--- src/rtl/dmem_access_sequencer_pkg.sv ---
// Shared definitions for the data-memory access sequencer: width codes,
// controller states and small helpers for alignment and store lane packing.
package dmem_access_sequencer_pkg;

  localparam logic [2:0] LOAD_LB  = 3'b000;
  localparam logic [2:0] LOAD_LH  = 3'b001;
  localparam logic [2:0] LOAD_LW  = 3'b010;
  localparam logic [2:0] LOAD_LBU = 3'b100;
  localparam logic [2:0] LOAD_LHU = 3'b101;

  localparam logic [2:0] STORE_SB = 3'b000;
  localparam logic [2:0] STORE_SH = 3'b001;
  localparam logic [2:0] STORE_SW = 3'b010;

  typedef enum logic [2:0] {
    ST_IDLE  = 3'd0,
    ST_REQ   = 3'd1,
    ST_RESP  = 3'd2,
    ST_DRAIN = 3'd3,
    ST_DONE  = 3'd4
  } state_t;

  function automatic logic is_load_code(input logic [2:0] f3);
    return (f3 == LOAD_LB) || (f3 == LOAD_LH) || (f3 == LOAD_LW) ||
           (f3 == LOAD_LBU) || (f3 == LOAD_LHU);
  endfunction

  function automatic logic is_store_code(input logic [2:0] f3);
    return (f3 == STORE_SB) || (f3 == STORE_SH) || (f3 == STORE_SW);
  endfunction

  // size: 00 byte, 01 half, 10 word (low two bits of funct3)
  function automatic logic is_aligned(input logic [1:0] size, input logic [1:0] addr_lo);
    logic ok;
    case (size)
      2'b00:   ok = 1'b1;
      2'b01:   ok = ~addr_lo[0];
      default: ok = (addr_lo == 2'b00);
    endcase
    return ok;
  endfunction

  function automatic logic [3:0] store_mask(input logic [1:0] size, input logic [1:0] addr_lo);
    logic [3:0] mask;
    case (size)
      2'b00:   mask = 4'b0001 << addr_lo;
      2'b01:   mask = 4'b0011 << addr_lo;
      default: mask = 4'b1111;
    endcase
    return mask;
  endfunction

  function automatic logic [31:0] store_data(input logic [1:0] size, input logic [31:0] data);
    logic [31:0] lanes;
    case (size)
      2'b00:   lanes = {4{data[7:0]}};
      2'b01:   lanes = {2{data[15:0]}};
      default: lanes = data;
    endcase
    return lanes;
  endfunction

endpackage

--- src/rtl/dmem_access_sequencer_load_lane_align.sv ---
// Load lane extraction: shifts the addressed lane of the returned word down
// to bit 0 and sign- or zero-extends it according to the load width code.
module load_lane_align
  import dmem_access_sequencer_pkg::*;
(
  input  logic [31:0] i_rdata,
  input  logic [1:0]  i_byte_offset,
  input  logic [2:0]  i_funct3,
  output logic [31:0] o_result
);

  logic [31:0] w_shifted;

  // Select the lane and apply the extension rule for this load width
  always_comb begin
    w_shifted = i_rdata >> {i_byte_offset, 3'b000};
    o_result  = w_shifted;
    case (i_funct3)
      LOAD_LB:  o_result = {{24{w_shifted[7]}}, w_shifted[7:0]};
      LOAD_LBU: o_result = {24'd0, w_shifted[7:0]};
      LOAD_LH:  o_result = {{16{w_shifted[15]}}, w_shifted[15:0]};
      LOAD_LHU: o_result = {16'd0, w_shifted[15:0]};
      default:  o_result = w_shifted;
    endcase
  end

endmodule

--- src/rtl/dmem_access_sequencer.sv ---
// Multi-cycle load/store sequencer between the MEM stage and a req/ack data
// bus with variable read latency. Handles alignment traps, byte lanes,
// pipeline stall, per-access timeout and flush abort.
module dmem_access_sequencer
  import dmem_access_sequencer_pkg::*;
#(
  parameter int TIMEOUT_CYCLES = 256
) (
  input  logic        clk,
  input  logic        reset_n,
  input  logic        memory_read,
  input  logic        memory_write,
  input  logic [2:0]  funct3,
  input  logic [31:0] address,
  input  logic [31:0] register_file_read_data,
  input  logic        flush,
  output logic        stall,
  output logic [31:0] register_file_write_data,
  output logic        load_done,
  output logic        misaligned_load,
  output logic        misaligned_store,
  output logic        access_fault,
  output logic        mem_req,
  output logic        mem_we,
  output logic [31:0] mem_addr,
  output logic [31:0] mem_wdata,
  output logic [3:0]  mem_wmask,
  input  logic        mem_ack,
  input  logic        mem_rvalid,
  input  logic [31:0] mem_rdata
);

  localparam int CW = (TIMEOUT_CYCLES > 1) ? $clog2(TIMEOUT_CYCLES) : 1;
  localparam logic [CW-1:0] LAST_COUNT = CW'(TIMEOUT_CYCLES - 1);

  state_t r_state;
  state_t w_state_next;

  logic [31:0]   r_addr;
  logic [2:0]    r_funct3;
  logic          r_is_load;
  logic [31:0]   r_wdata;
  logic [3:0]    r_wmask;
  logic [CW-1:0] r_count;
  logic [31:0]   r_result;
  logic          r_misaligned_load;
  logic          r_misaligned_store;

  logic        w_is_load;
  logic        w_is_store;
  logic        w_req_valid;
  logic        w_aligned;
  logic        w_start;
  logic        w_timeout;
  logic        w_enter_req;
  logic        w_capture;
  logic [31:0] w_load_result;

  // Read wins when both strobes are up; undefined width codes are no request
  assign w_is_load   = memory_read && is_load_code(funct3);
  assign w_is_store  = !memory_read && memory_write && is_store_code(funct3);
  assign w_req_valid = w_is_load || w_is_store;
  assign w_aligned   = is_aligned(funct3[1:0], address[1:0]);
  assign w_start     = w_req_valid && w_aligned && !flush;
  assign w_timeout   = (r_count == LAST_COUNT);

  assign mem_addr                 = {r_addr[31:2], 2'b00};
  assign mem_wdata                = r_wdata;
  assign register_file_write_data = r_result;
  assign misaligned_load          = r_misaligned_load;
  assign misaligned_store         = r_misaligned_store;

  load_lane_align u_load_lane_align (
    .i_rdata       (mem_rdata),
    .i_byte_offset (r_addr[1:0]),
    .i_funct3      (r_funct3),
    .o_result      (w_load_result)
  );

  // Controller state register
  always_ff @(posedge clk) begin
    if (!reset_n) begin
      r_state <= ST_IDLE;
    end else begin
      r_state <= w_state_next;
    end
  end

  // Next state, stall and bus strobes for the access in flight
  always_comb begin
    w_state_next = r_state;
    stall        = 1'b0;
    load_done    = 1'b0;
    access_fault = 1'b0;
    mem_req      = 1'b0;
    mem_we       = 1'b0;
    mem_wmask    = 4'b0000;
    w_enter_req  = 1'b0;
    w_capture    = 1'b0;
    case (r_state)
      ST_IDLE: begin
        if (w_start) begin
          stall        = 1'b1;
          w_enter_req  = 1'b1;
          w_state_next = ST_REQ;
        end
      end
      ST_REQ: begin
        stall     = 1'b1;
        mem_req   = 1'b1;
        mem_we    = !r_is_load;
        mem_wmask = r_is_load ? 4'b0000 : r_wmask;
        if (mem_ack) begin
          if (r_is_load) begin
            w_state_next = flush ? ST_DRAIN : ST_RESP;
          end else begin
            w_state_next = flush ? ST_IDLE : ST_DONE;
          end
        end else if (flush) begin
          w_state_next = ST_IDLE;
        end else if (w_timeout) begin
          stall        = 1'b0;
          access_fault = 1'b1;
          w_state_next = ST_IDLE;
        end
      end
      ST_RESP: begin
        stall = 1'b1;
        if (flush) begin
          w_state_next = mem_rvalid ? ST_IDLE : ST_DRAIN;
        end else if (mem_rvalid) begin
          w_capture    = 1'b1;
          w_state_next = ST_DONE;
        end else if (w_timeout) begin
          stall        = 1'b0;
          access_fault = 1'b1;
          w_state_next = ST_IDLE;
        end
      end
      ST_DRAIN: begin
        stall = w_req_valid;
        if (mem_rvalid || w_timeout) begin
          w_state_next = ST_IDLE;
        end
      end
      ST_DONE: begin
        load_done    = r_is_load;
        w_state_next = ST_IDLE;
      end
      default: begin
        w_state_next = ST_IDLE;
      end
    endcase
  end

  // Latched request, timeout counter, load result and misalignment pulses
  always_ff @(posedge clk) begin
    if (!reset_n) begin
      r_addr             <= '0;
      r_funct3           <= '0;
      r_is_load          <= 1'b0;
      r_wdata            <= '0;
      r_wmask            <= '0;
      r_count            <= '0;
      r_result           <= '0;
      r_misaligned_load  <= 1'b0;
      r_misaligned_store <= 1'b0;
    end else begin
      r_misaligned_load  <= (r_state == ST_IDLE) && w_is_load && !w_aligned && !flush;
      r_misaligned_store <= (r_state == ST_IDLE) && w_is_store && !w_aligned && !flush;
      if (w_enter_req) begin
        r_addr    <= address;
        r_funct3  <= funct3;
        r_is_load <= w_is_load;
        r_wdata   <= store_data(funct3[1:0], register_file_read_data);
        r_wmask   <= store_mask(funct3[1:0], address[1:0]);
        r_count   <= '0;
      end else if ((r_state == ST_REQ) || (r_state == ST_RESP) || (r_state == ST_DRAIN)) begin
        r_count <= r_count + CW'(1);
      end
      if (w_capture) begin
        r_result <= w_load_result;
      end
    end
  end

endmodule

--- config.mk ---
export PLATFORM = sky130hd
export DESIGN_NAME = dmem_access_sequencer
export DESIGN_NICKNAME = d
export VERILOG_FILES = /design/src/rtl/dmem_access_sequencer_pkg.sv /design/src/rtl/dmem_access_sequencer_load_lane_align.sv /design/src/rtl/dmem_access_sequencer.sv
export SDC_FILE = /design/constraint.sdc
export NUM_CORES = 1
export LEC_CHECK = 0
export CAP_MARGIN = 20
export CORE_ASPECT_RATIO = 0.9
export CORE_MARGIN = 4
export CORE_UTILIZATION = 49
export CTS_CLUSTER_DIAMETER = 30
export DETAILED_ROUTE_END_ITERATION = 12
export PLACE_DENSITY = 0.85
export SYNTH_ARGS = -nofsm -noshare
export SYNTH_HDL_FRONTEND = slang
export SYNTH_SLANG_ARGS = --single-unit
--- constraint.sdc ---
create_clock -name clk -period 5.2 [get_ports clk]
set_input_delay 0.78 -clock clk [delete_from_list [all_inputs] [get_ports clk]]
set_output_delay 0.78 -clock clk [all_outputs]
set_load 0.1 [all_outputs]
==> metrics.txt, run 1 <==
depth of the worst hold-timing path 2; initial antenna violation count 0; drt pass-1 iters 5; Die Y-Extent 114 µm; EDFF count, synth 0; post-synthesis cell type count just over 60; library cell occupying the most area in the post-synthesis netlist dfxtp_1; depth of the most critical reg-to-reg path 4; setup fix buffers added after clock tree synthesis 0; post_cts resized 0; sum of routed wire length over all layers about 20 mm; post-synth design cell area around 6100 µm²; Synth warnings 0; cts bufs inserted 17; proportion of synthesized chip area in sequential cells around two fifths; standard-cell rows 38; Post-synth ARST share 0%; maximum level of the CTS H-tree 4; detail-routed net length per standard cell about 20 µm; Post-synth top flop dfxtp_1; terminus of the critical flop-to-flop path register_file_write_data[28]; Crit path required time ~4.4 ns; dpl hpwl 13.5 mm; timing-limited maximum frequency between 200 and 250 MHz; shortest clock period the worst path allows after layout about 4.0 ns; net switching component of the power 0.000776 W; switching power share of the total 29.6%; run status completed; share of the cycle needed by the critical path after routing 77.2%; worst min-delay path category reg2reg; area of all placed cells without fillers 8540 µm²; portion of total power attributed to sequential cells between 30% and 40%; setup repair after global routing missed its margin false; internal power contribution approximately 0.0018 W; overflow left after global routing 0; Max Fanout on Critical Path 10; routed vias 6,246; combined global-route utilization of all metal layers between 20% and 30%; PD cells 307 nW/µm²; total core area ~12,000 µm²; maximum clock skew at final layout 0.00523 ns; root buffer selected by CTS clkbuf_16; Hold Fails Final Rpt 0; setup slack, reg-to-reg 2.79 ns; proportion of power drawn by the clock network a little over two fifths; post-route antenna net violation count 0; fraction of layout instances using a drive strength above 1 7.85%; critical path arrival between 3 and 4 ns; critical path startpoint r_state[0]; growth of design area from synthesis to finish 39.4%; starting utilization of the core area 50.5%; relative slew slack between 30 and 40%; routed via count divided by cell count between 6 and 7; source of the worst register-to-register timing path r_addr[1]; kind of start point of the critical path flip-flop; leakage dissipation 2.87 nW; fraction of synthesized cell area taken by the top area cell type a little under two fifths; number of synthesized register bits 117; post-synthesis area per instance ~8.6 µm²; number of remaining DRC errors 0; actual slew at the worst max-slew pin 1.05 ns; category of the most critical setup path reg2out; maximum vdd drop 262 µV; CTS max path bufs 2; count of filler cells inserted in the layout 934; Setup-failing EPs final 0; latest clock arrival within the worst-skew pair ~0.40 ns; routability congestion estimate between 0.9 and 1; proportion of power drawn by combinational gates 21.0%; endpoint with the worst hold slack register_file_write_data[7]; CTS tree done; Cells after Synth between 700 and 800; clock-pin slew on the worst setup and hold paths roughly 0.050 ns; CTS hold repair buffers 0; worst hold path startpoint register_file_write_data[7]; area of placed instances approximately 7900 µm²; number of nets at the end of the flow 951; top cells by area, synth dfxtp_1, a21oi_1, o31ai_1; quantity of I/O buffers inserted on ports between 200 and 250; x dimension of the die approximately 130 µm; nature of the critical path endpoint output pin; Starting DRT DRC Count 602; # clock sinks around 120; via count of the first global-routing pass about 6,000; max-cap violations 0; total negative slack for setup checks 0 ns; first-pass GRT wire length 31.3 mm; Inserted Diodes 0; final count of pins violating max slew 0; maximum number of pins on one net before global-route repair 72; die area roughly 14,000 µm²; number of primary I/O pins ~210
[metal layers]
layer | vias to the layer above | part of all wire [%] | GRT usage [%]
li1 | 2908 | - | -
met1 | 2966 | 40 | 33.9
met2 | 338 | 47 | 43.4
met3 | 34 | 11 | 8.49
met4 | 0 | 2.0 | 8.43
met5 | - | 0 | 0
[Yosys cell counts, drive strengths merged, types with 2 or more instances]
| cell | count |
|---|---|
| dfxtp | 117 |
| a21oi | 85 |
| buf | 62 |
| nand2 | 57 |
| o31ai | 53 |
| nand4 | 52 |
| clkbuf | 49 |
| o21ai | 38 |
| mux2i | 32 |
| nor2 | 30 |
| a31oi | 19 |
| a211oi | 12 |
| a311oi | 8 |
| mux2 | 8 |
| o211ai | 8 |
| o221a | 8 |
| o2bb2ai | 7 |
| and2 | 6 |
| nand2b | 6 |
| xor2 | 6 |
| nor4 | 4 |
| and3 | 3 |
| inv | 3 |
| nand3 | 3 |
| nand3b | 3 |
| nand4b | 3 |
| nor2b | 3 |
| o31a | 3 |
| a21o | 2 |
| and4b | 2 |
| nor3 | 2 |
| o311ai | 2 |
[state kept, by name, indices dropped and copies added (netlist names)]
name	count
r_wmask	4
r_addr	32
r_state	3
r_count	8
register_file_write_data	32
misaligned_store	1
mem_wdata	32
r_funct3	3
r_is_load	1
misaligned_load	1
[per-stage QoR]
stage	power, W	cells	util, %	setup WS [ns]	hold WS, ns
after global placement	0.00149	982	65.2	1.24	0.447
after global routing	0.00270	1013	70.4	1.04	0.474
after detailed placement	0.00150	982	65.2	1.20	0.446
final	0.00262	1013	70.4	1.18	0.452
after floorplan	0.00133	713	-	0.543	0.449
after CTS	0.00261	1010	69.9	1.19	0.453
[final cells by class]
type / instances / area (µm²) / share of cell area (%)
inverter: 3 / 11.3 / 0.132
clock inverter: 5 / 75.1 / 0.879
multi-input combinational: 482 / 3170 / 37.1
timing repair buffer: 223 / 2250 / 26.4
tap: 160 / 200 / 2.34
clock buffer: 23 / 488 / 5.71
sequential: 117 / 2340 / 27.4
[layout by cell type, fill, tap and decap left out, drive strengths merged, types with 2 or more instances in the layout]
cell	count
nor2	30
a31oi	19
mux2i	32
a211oi	12
o31ai	53
o221a	8
bufinv	2
clkbuf	23
nand2	57
and3	3
nor4	4
nand4	52
xor2	6
nor3	2
clkdlybuf4s50	209
dfxtp	117
o211ai	8
a311oi	8
o311ai	2
nand4b	3
nand3	3
o21ai	38
o2bb2ai	7
and4b	2
mux2	8
and2	6
a21oi	85
clkinv	3
conb	2
buf	14
a21o	2
inv	3
nand2b	6
nor2b	3
nand3b	3
o31a	3
[cells by family after synthesis]
kind of cell	synth area share (%)
DFF	38.2
adders and majority gates	0.204
other	0.0612
muxes	7.07
AOI/OAI and AO/OA	27.6
and+or+nand+nor	15.5
buffers and inverters	10.4
xor gates and xnor gates	1.00
[critical path: stages (launching register included)]
cell             delay (ns)
dfxtp_1                0.57
nand2b_1               0.19
nor3_1                 0.65
and2_1                 0.24
clkdlybuf4s50_1        1.19
[worst max-delay path by stage]
stage                   endpoint
finish              mem_wmask[0]
CTS                        stall
global route        mem_wmask[0]
floorplan           access_fault
detailed placement         stall
global placement           stall
[power by group through the flow]
stage	Combinational (W)	Clock, W	Sequential (W)
after floorplan	0.000295	0	0.00104
final	0.000549	0.00113	0.000943
after CTS	0.000539	0.00113	0.000942
after global placement	0.000529	0	0.000959
after global routing	0.000574	0.00118	0.000945
after detailed placement	0.000537	0	0.000960
Note: power is estimated with default switching activity, not from simulation.
==> inputs of run 2 (changes only) <==
--- a/config.mk
+++ b/config.mk
@@ -8,10 +8,10 @@
 export CAP_MARGIN = 20
 export CORE_ASPECT_RATIO = 0.9
 export CORE_MARGIN = 4
-export CORE_UTILIZATION = 49
+export CORE_UTILIZATION = 41
 export CTS_CLUSTER_DIAMETER = 30
 export DETAILED_ROUTE_END_ITERATION = 12
-export PLACE_DENSITY = 0.85
+export PLACE_DENSITY = 0.76
 export SYNTH_ARGS = -nofsm -noshare
 export SYNTH_HDL_FRONTEND = slang
 export SYNTH_SLANG_ARGS = --single-unit
==> constraint.sdc (replaced) <==
create_clock -name clk -period 3.4 [get_ports clk]
set_input_delay 0.51 -clock clk [delete_from_list [all_inputs] [get_ports clk]]
set_output_delay 0.51 -clock clk [all_outputs]
set_load 0.1 [all_outputs]
==> metrics.txt, run 2 (synthesized netlist as in run 1, its figures left out) <==
run status completed; maximum vdd drop 364 µV (+39%); fraction of layout instances using a drive strength above 1 10.0% (+2.2 points); PD cells 475 nW/µm² (+55%); Buffers & Inverters on Critical Path 2 (+1); setup repair after global routing missed its margin false; Crit path required time 2.89 ns (-1.53 ns); instance count after placement with tap cells included 1,025 (+4.4%); CTS max path bufs 2 (unchanged); area of placed instances 8020 µm² (+1.4%); standard-cell rows 42 (+11%); Max Fanout on Critical Path 4 (-6); max-cap violations 0 (unchanged); setup fix buffers added after clock tree synthesis 0 (unchanged); dpl hpwl 13.0 mm (-3.4%); initial antenna violation count 0 (unchanged); root buffer selected by CTS clkbuf_16; relative slew slack 30.1% (about the same); kind of start point of the critical path input pin; count of filler cells inserted in the layout 1,327 (+42%); cts bufs inserted 17 (unchanged); CP max-delay cell clkdlybuf4s50_1; maximum number of pins on one net before global-route repair 72 (unchanged); portion of total power attributed to sequential cells 35.0% (-1.0 points); routed vias 5,989 (-4.1%); CTS tree done; combined global-route utilization of all metal layers 22.8% (-3.8 points); clock-pin slew on the worst setup and hold paths 0.05 ns (about the same); share of the cycle needed by the critical path after routing around 81%; leakage dissipation 2.91 nW (+1.3%); category of the most critical setup path in2out; internal power contribution 0.00284 W (+54%); overflow left after global routing 0 (unchanged); shortest clock period the worst path allows after layout roughly 2.7 ns; most common cell after layout, fill and taps aside clkdlybuf4s50_1; final count of pins violating max slew 0 (unchanged); nature of the critical path endpoint output pin; timing-limited maximum frequency between 300 and 400 MHz; actual slew at the worst max-slew pin 1.04 ns (-0.000437 ns); drt pass-1 iters 4 (-1); latest clock arrival within the worst-skew pair 0.41 ns (about the same); number of remaining DRC errors 0 (unchanged); first-pass GRT wire length 30.6 mm (-2.1%); number of nets at the end of the flow 953 (+0.21%); quantity of I/O buffers inserted on ports 210 (unchanged); routed via count divided by cell count 5.67 (-8.1%); worst-path cell chain clkdlybuf4s50_1 -> nor2_1 -> a221o_2 -> and2_1 -> o311ai_2 -> buf_12; family with the most delay on the worst path buffers and inverters; die area 17,000 µm² (+18%); Starting DRT DRC Count 412 (-32%); worst min-delay path category reg2reg; Inserted Diodes 0 (unchanged); detail-routed net length per standard cell 18.8 µm (-5.6%); Setup-failing EPs final 0 (unchanged); number of non-filler instances in the completed layout 1,057 (+4.3%); Die Y-Extent 124 µm (+8.7%); commonest non-fill, non-tap cells in the layout clkdlybuf4s50_1, dfxtp_1, a21oi_1; total negative slack for setup checks 0 ns (unchanged); fraction of the core area covered by cells at the end of the flow 58.8% (-12 points); post_cts resized 0 (unchanged); number of primary I/O pins 213 (unchanged); total core area 14,700 µm² (+21%); maximum level of the CTS H-tree 4 (unchanged); Overall Power 0.00410 W (+57%); proportion of power drawn by combinational gates 20.5% (-0.5 points); starting utilization of the core area 41.8% (-8.7 points); worst stage delay on the critical path 0.57 ns (-0.62 ns); switching power share of the total 30.8% (+1.2 points); growth of design area from synthesis to finish 40.7%; # clock sinks 117 (unchanged); maximum clock skew at final layout 0.00932 ns (+0.00409 ns); via count of the first global-routing pass 5,841 (-1.4%); sum of routed wire length over all layers 19.8 mm (-1.5%); post-route antenna net violation count 0 (unchanged); x dimension of the die 137 µm (+8.7%); Hold Fails Final Rpt 0 (unchanged); routability congestion estimate 0.827 (-12%); net switching component of the power 0.00126 W (+63%); CTS hold repair buffers 0 (unchanged); area of all placed cells without fillers 8620 µm² (+0.98%); critical path arrival 2.24 ns (-1.00 ns); proportion of power drawn by the clock network 44.5% (+1.5 points)
## run 2: cell count changes in the layout (fill, tap and decap cells not counted), moves of 3 or more
cell | before | now
clkinv_4 | 0 | 4
clkbuf_8 | 4 | 0
clkinvlp_4 | 0 | 3
clkdlybuf4s50_1 | 209 | 200
buf_4 | 10 | 20
## run 2: final timing paths
check | start | to | slack, ns | cells past startpoint
setup / recovery | memory_read | stall | 0.65 | 6
hold / removal | register_file_write_data[5] | register_file_write_data[5] | 0.45 | 2
setup reg to reg | r_addr[0] | register_file_write_data[9] | 1.30 | 4
hold reg to reg | register_file_write_data[5] | register_file_write_data[5] | 0.45 | 2
## run 2: area by class of cell
type / instances / area (µm²) / area share, %
multi-input combinational: 482 / 3180 / 36.9
clock buffer: 17 / 425 / 4.93
inverter: 3 / 11.3 / 0.131
sequential: 117 / 2340 / 27.2
tap: 198 / 248 / 2.87
timing repair buffer: 225 / 2240 / 25.9
clock inverter: 15 / 180 / 2.09
## run 2: power by group through the flow
| stage | combinational [W] | clock (W) | sequential (W) |
|---|---|---|---|
| after detailed placement | 0.000837 | 0 | 0.00146 |
| after floorplan | 0.000452 | 0 | 0.00158 |
| after CTS | 0.000840 | 0.00185 | 0.00143 |
| final | 0.000842 | 0.00182 | 0.00143 |
| after global placement | 0.000836 | 0 | 0.00146 |
| after global routing | 0.000890 | 0.00193 | 0.00144 |
## run 2: routing by layer
metal / global-route usage, % / wire [µm]
met5: 0 / 0
met4: 8.67 / 384
met3: 8.08 / 1830
met2: 35.8 / 9250
met1: 28.9 / 8370
## run 2: worst min-delay path, delay by kind of cell, from the launching register on
| family | cells | cell delay (ns) |
|---|---|---|
| compound gates | 1 | 0.05 |
| flops | 1 | 0.31 |
| simple gates | 1 | 0.05 |
## run 2: metrics by stage
step,worst slack (ns),hold WS (ns)
2_1_floorplan,0.0169,0.449
6_report,0.654,0.453
3_5_place_dp,0.660,0.448
4_1_cts,0.663,0.456
5_1_grt,0.571,0.479
3_3_place_gp,0.673,0.445
